<file path="config.mk">
export PLATFORM = sky130hd
export DESIGN_NAME = load_store_unit_flat
export DESIGN_NICKNAME = d
export VERILOG_FILES = /design/src/rtl/load_store_unit_if.sv /design/src/rtl/load_store_unit.sv /design/src/flat_wrapper.sv
export SDC_FILE = /design/constraint.sdc
export NUM_CORES = 1
export LEC_CHECK = 0
export ABC_AREA = 1
export CAP_MARGIN = 20
export CORE_MARGIN = 4
export CORE_UTILIZATION = 35
export CTS_CLUSTER_DIAMETER = 100
export DETAILED_ROUTE_END_ITERATION = 8
export SYNTH_ARGS = -nofsm -noshare
export SYNTH_HDL_FRONTEND = slang
export SYNTH_SLANG_ARGS = --single-unit
</file>
<file path="constraint.sdc">
create_clock -name clk -period 7.04 [get_ports clk]
set_input_delay 1.408 -clock clk [delete_from_list [all_inputs] [get_ports clk]]
set_output_delay 1.408 -clock clk [all_outputs]
set_load 0.05 [all_outputs]
</file>
<file path="src/rtl/load_store_unit_if.sv">
// Request/response handshake and data-memory port bundle of the load/store unit.
// master = execute stage plus memory, slave = the load/store unit.
interface load_store_unit_if;
  logic        req_valid;
  logic        req_ready;
  logic        req_write;
  logic [2:0]  req_funct3;
  logic [31:0] req_addr;
  logic [31:0] req_wdata;
  logic        resp_valid;
  logic [31:0] resp_rdata;
  logic        resp_fault;
  logic [31:0] mem_address;
  logic [31:0] mem_write_data;
  logic        mem_read;
  logic        mem_write;
  logic [31:0] mem_read_data;

  modport master (
    output req_valid, req_write, req_funct3, req_addr, req_wdata, mem_read_data,
    input  req_ready, resp_valid, resp_rdata, resp_fault,
    input  mem_address, mem_write_data, mem_read, mem_write
  );

  modport slave (
    input  req_valid, req_write, req_funct3, req_addr, req_wdata, mem_read_data,
    output req_ready, resp_valid, resp_rdata, resp_fault,
    output mem_address, mem_write_data, mem_read, mem_write
  );
endinterface

</file>
<file path="src/rtl/load_store_unit.sv">
// Data-memory initiator: one load/store at a time, sub-word extract on loads and
// read-modify-write for byte/halfword stores against a word-wide memory port.
module load_store_unit #(
  parameter int unsigned MEM_BYTES = 256
) (
  input  logic               clk,
  input  logic               reset,
  load_store_unit_if.slave   bus
);

  localparam logic [31:0] LAST_WORD = 32'(MEM_BYTES - 4);

  typedef enum logic [1:0] {IDLE, READ, WRITE, RESP} state_t;

  state_t      state, state_nxt;
  logic        write_q;
  logic [2:0]  funct3_q;
  logic [31:0] aligned_q;
  logic [1:0]  lane_q;
  logic [31:0] wdata_q;
  logic [31:0] word_q;
  logic        fault_q;

  logic        accept_c;
  logic        fault_c;
  logic [31:0] req_aligned_c;
  logic [7:0]  byte_c;
  logic [15:0] half_c;
  logic [31:0] load_c;
  logic [31:0] merge_c;

  assign accept_c      = bus.req_valid && bus.req_ready;
  assign req_aligned_c = {bus.req_addr[31:2], 2'b00};

  // Request legality, evaluated on the incoming request at the accepting edge
  always_comb begin
    fault_c = 1'b0;
    case (bus.req_funct3)
      3'b011, 3'b110, 3'b111: fault_c = 1'b1;
      default: ;
    endcase
    if (bus.req_write && bus.req_funct3[2])                   fault_c = 1'b1;
    if (bus.req_funct3[1:0] == 2'b01 && bus.req_addr[0])      fault_c = 1'b1;
    if (bus.req_funct3 == 3'b010 && bus.req_addr[1:0] != 2'b00) fault_c = 1'b1;
    if (req_aligned_c > LAST_WORD)                            fault_c = 1'b1;
  end

  always_ff @(posedge clk or posedge reset) begin
    if (reset) state <= IDLE;
    else       state <= state_nxt;
  end

  always_comb begin
    state_nxt = state;
    case (state)
      IDLE: begin
        if (accept_c) begin
          if (fault_c)                                         state_nxt = RESP;
          else if (bus.req_write && bus.req_funct3 == 3'b010)  state_nxt = WRITE;
          else                                                 state_nxt = READ;
        end
      end
      READ:    state_nxt = write_q ? WRITE : RESP;
      WRITE:   state_nxt = RESP;
      RESP:    state_nxt = IDLE;
      default: state_nxt = IDLE;
    endcase
  end

  // Request capture and the read word used by both loads and sub-word stores
  always_ff @(posedge clk or posedge reset) begin
    if (reset) begin
      write_q   <= 1'b0;
      funct3_q  <= 3'b000;
      aligned_q <= 32'h0;
      lane_q    <= 2'b00;
      wdata_q   <= 32'h0;
      word_q    <= 32'h0;
      fault_q   <= 1'b0;
    end else begin
      if (accept_c) begin
        write_q   <= bus.req_write;
        funct3_q  <= bus.req_funct3;
        aligned_q <= req_aligned_c;
        lane_q    <= bus.req_addr[1:0];
        wdata_q   <= bus.req_wdata;
        fault_q   <= fault_c;
      end
      if (state == READ) word_q <= bus.mem_read_data;
    end
  end

  always_comb begin
    byte_c  = word_q[{lane_q, 3'b000} +: 8];
    half_c  = word_q[{lane_q[1], 4'b0000} +: 16];
    case (funct3_q)
      3'b000:  load_c = {{24{byte_c[7]}}, byte_c};
      3'b100:  load_c = {24'h0, byte_c};
      3'b001:  load_c = {{16{half_c[15]}}, half_c};
      3'b101:  load_c = {16'h0, half_c};
      default: load_c = word_q;
    endcase
    merge_c = word_q;
    case (funct3_q[1:0])
      2'b00:   merge_c[{lane_q, 3'b000} +: 8]     = wdata_q[7:0];
      2'b01:   merge_c[{lane_q[1], 4'b0000} +: 16] = wdata_q[15:0];
      default: merge_c = wdata_q;
    endcase
  end

  always_comb begin
    bus.req_ready      = 1'b0;
    bus.resp_valid     = 1'b0;
    bus.resp_rdata     = 32'h0;
    bus.resp_fault     = 1'b0;
    bus.mem_read       = 1'b0;
    bus.mem_write      = 1'b0;
    bus.mem_address    = 32'h0;
    bus.mem_write_data = 32'h0;
    case (state)
      IDLE: bus.req_ready = !reset;
      READ: begin
        bus.mem_read    = 1'b1;
        bus.mem_address = aligned_q;
      end
      WRITE: begin
        bus.mem_write      = 1'b1;
        bus.mem_address    = aligned_q;
        bus.mem_write_data = merge_c;
      end
      RESP: begin
        bus.resp_valid = 1'b1;
        bus.resp_fault = fault_q;
        bus.resp_rdata = (write_q || fault_q) ? 32'h0 : load_c;
      end
      default: ;
    endcase
  end

endmodule

</file>
<file path="src/flat_wrapper.sv">
// flat-port wrapper written by rule: the top's interface ports become plain ports
module load_store_unit_flat 
#(
  parameter int unsigned MEM_BYTES = 256
)
  (clk, reset, bus_req_valid, bus_req_write, bus_req_funct3, bus_req_addr, bus_req_wdata, bus_mem_read_data, bus_req_ready, bus_resp_valid, bus_resp_rdata, bus_resp_fault, bus_mem_address, bus_mem_write_data, bus_mem_read, bus_mem_write);
  load_store_unit_if bus_i ();
  input  logic clk;
  input  logic reset;
  input wire logic [$bits(bus_i.req_valid)-1:0] bus_req_valid;
  input wire logic [$bits(bus_i.req_write)-1:0] bus_req_write;
  input wire logic [$bits(bus_i.req_funct3)-1:0] bus_req_funct3;
  input wire logic [$bits(bus_i.req_addr)-1:0] bus_req_addr;
  input wire logic [$bits(bus_i.req_wdata)-1:0] bus_req_wdata;
  input wire logic [$bits(bus_i.mem_read_data)-1:0] bus_mem_read_data;
  output wire logic [$bits(bus_i.req_ready)-1:0] bus_req_ready;
  output wire logic [$bits(bus_i.resp_valid)-1:0] bus_resp_valid;
  output wire logic [$bits(bus_i.resp_rdata)-1:0] bus_resp_rdata;
  output wire logic [$bits(bus_i.resp_fault)-1:0] bus_resp_fault;
  output wire logic [$bits(bus_i.mem_address)-1:0] bus_mem_address;
  output wire logic [$bits(bus_i.mem_write_data)-1:0] bus_mem_write_data;
  output wire logic [$bits(bus_i.mem_read)-1:0] bus_mem_read;
  output wire logic [$bits(bus_i.mem_write)-1:0] bus_mem_write;
  assign bus_i.req_valid = bus_req_valid;
  assign bus_i.req_write = bus_req_write;
  assign bus_i.req_funct3 = bus_req_funct3;
  assign bus_i.req_addr = bus_req_addr;
  assign bus_i.req_wdata = bus_req_wdata;
  assign bus_i.mem_read_data = bus_mem_read_data;
  assign bus_req_ready = bus_i.req_ready;
  assign bus_resp_valid = bus_i.resp_valid;
  assign bus_resp_rdata = bus_i.resp_rdata;
  assign bus_resp_fault = bus_i.resp_fault;
  assign bus_mem_address = bus_i.mem_address;
  assign bus_mem_write_data = bus_i.mem_write_data;
  assign bus_mem_read = bus_i.mem_read;
  assign bus_mem_write = bus_i.mem_write;
  load_store_unit #(.MEM_BYTES(MEM_BYTES)) u_core (.clk(clk), .reset(reset), .bus(bus_i));
endmodule
</file>
==> run metrics <==
yosys warns 0; power density cells 535 nW/µm²; post-cts sizing count 0; Hold Crit Depth 2; Mapped Area 6480 µm²; FMAX ~0.2 GHz; post-cts hold buffer count 0; Hold Path End u_core.aligned_q[2]; fin. max-slew vios 0; post-synth top area cell dfrtp_1; postcts setup bufs 0; TNS Setup 0 ns; crit-path max FO between 40 and 50; final core utilization 49.0%; Slowest-stage cell, CP dfrtp_1; register area share after synthesis 39.8%; Crit Reg-Reg Startpoint u_core.state[0]; final number of hold-violating endpoints 0; min-delay src u_core.aligned_q[2]; Pleak 4.19 nW; min Tclk post-route about 5 ns; slew at the pin with the worst max-slew slack around 1.1 ns; die area 20800 µm²; Hold Path Class flop to flop; clk root buf clkbuf_16; Buffers on Ports 201; Rows 49; outcome completed; clock sinks 103; RSZ-0062 raised after global routing no; Fillers 1837; syn avg cell area 6.85 µm²; largest net degree at the start of global routing 97; hold_ws 0.472 ns; WL/cell 16.5 µm; Post-synth ARST share between 90% and 100%; CP Cell Sequence inv_4, nand2_4, inv_2, nand2_1, nor2_1, nor3_1, clkdlybuf4s50_1; DPL Wire Length 16300 µm; Remaining DRCs 0; Crit path max-delay family buffers and inverters; routed vias 6639; initial antenna violation count 0; area grow syn2layout 36.7%; CP startpoint kind flop; Gate Count Post-Synth approximately 950; Placed Area between 8000 and 9000 µm²; library cells used by synthesis 31; Primary FF master, synth dfrtp_1; CP required about 5.6 ns; Total GRT Usage 21.2%; clk_lat worst skew between 0.3 and 0.4 ns; CTS Buffer Depth 2; most frequent cells after synthesis nand2_1, o21ai_0, inv_1, dfrtp_1, nor2_1; Ports 204; CTS tree done; largest cells by area after synthesis dfrtp_1, nand2_1, o21ai_0; GRT overflow 0; reg2reg end u_core.state[0]; final critical-path share of the clock period 71.5%; Initial DRC Count 491; die height about 140 µm; total CTS buffers 9; vias per cell 4.94; vias in the first global route 6333; critical path type flop to primary output; most frequent cell after synthesis nand2_1; Reg clk slew, reported paths 0.07 ns; final net count roughly 1200; Total Routed Length 22200 µm; Yosys reg bits 103; Final Setup Violations 0; number of diodes 0; chip width roughly 140 µm; GPL Wtd Cong 0.964; H-tree depth reported by CTS 3; clk_skew 0.00643 ns; slowest cell delay on critical path 0.91 ns; maximum vdd drop 0.254 mV; global-route wire length before repair approximately 35000 µm; share of cells above drive strength 1 under 10%; Slew headroom between 20% and 30%; Placeable Area 18100 µm²; Worst Path Buf+Inv 3; Max Cap Violations 0; number of routed nets with antenna violations 0; worst r2r path cells 8; r2r setup slk 4.94 ns; Synth top area share 39.8%; design area around 8900 µm²; Post-synth EDFFs 0; router iterations before antenna repair 5; Worst setup EP type primary output; Worst Path Arrival roughly 3.6 ns; initial core utilization roughly 36%
## area by class of cell
class,instances,area (µm²),share of cell area [%]
well taps,229,287,3.23
clock inverters,4,30.0,0.339
clock buffers,12,256,2.89
flip-flops and latches,103,2580,29.1
inverters,125,474,5.35
repair buffers,206,2070,23.3
multi-input cells,665,3170,35.8
## worst max path at each step
stage | end | slack [ns] | startpoint | cells past startpoint
6_report | bus_resp_rdata[0] | 2.00 | u_core.funct3_q[1] | 7
4_1_cts | bus_resp_rdata[0] | 2.00 | u_core.funct3_q[1] | 7
3_3_place_gp | bus_resp_rdata[1] | 2.46 | u_core.funct3_q[1] | 7
3_5_place_dp | bus_resp_rdata[0] | 2.38 | u_core.funct3_q[1] | 7
2_1_floorplan | u_core.wdata_q[12] | 2.39 | reset | 6
5_1_grt | bus_resp_rdata[1] | 1.82 | u_core.funct3_q[1] | 7
## stage by stage
step	power (W)	cells	worst slack, ns
2_1_floorplan	0.00326	947	2.39
3_3_place_gp	0.00422	1327	2.46
3_5_place_dp	0.00422	1327	2.38
4_1_cts	0.00474	1343	2.00
5_1_grt	0.00510	1344	1.82
6_report	0.00475	1344	2.00
## worst reg2reg max path: cells and delay by family, from the launching register on
family	cells	cell delay [ns]
and+or+nand+nor	4	0.50
DFF	1	0.42
AOI/OAI and AO/OA	1	0.17
buffers and inverters	2	0.78
adders and majority gates	1	0.17
## flip-flops by register name, indices dropped and copies added, names as in the netlist
| name | count |
|---|---|
| u_core.word_q | 32 |
| u_core.funct3_q | 3 |
| u_core.aligned_q | 30 |
| u_core.state | 2 |
| u_core.write_q | 1 |
| u_core.lane_q | 2 |
| u_core.wdata_q | 32 |
| u_core.fault_q | 1 |
## cell usage in the layout (no fill, tap or decap), types with 3 or more instances in the layout
cell,n
nand2_1,279
clkdlybuf4s50_1,201
o21ai_0,121
inv_1,118
dfrtp_1,103
nor2_1,84
a21oi_1,71
nand3_1,21
o211ai_1,15
o22ai_1,15
nor2_4,11
ha_1,9
clkbuf_16,9
o211a_1,8
a211oi_1,7
nor3_1,7
inv_2,5
buf_4,4
nand2_4,3
## per-layer routing
metal | wire [µm] | global-route usage, % | share of wire (%)
met5 | 0 | 0 | 0
met4 | 387 | 5.60 | 1.7
met3 | 2020 | 6.05 | 9.1
met2 | 9770 | 32.5 | 44
met1 | 10000 | 29.5 | 45
## where the power goes
group / switching, W / internal (W) / leakage, nW / total [W]
logic: 0.00215 / 0.000943 / 2.79 / 0.00310
clock network: 0.000237 / 0.000261 / 0.139 / 0.000497
registers: 0.000275 / 0.000878 / 1.27 / 0.00115
total: 0.00266 / 0.00208 / 4.19 / 0.00475
## kinds of logic after synthesis
group / share of synthesized area, %
DFF: 39.8
buffers and inverters: 11.4
and+or+nand+nor: 26.2
adders and majority gates: 1.93
other: 0.0578
AOI/OAI and AO/OA: 20.7
No activity file was read; power rests on OpenSTA's default activity.
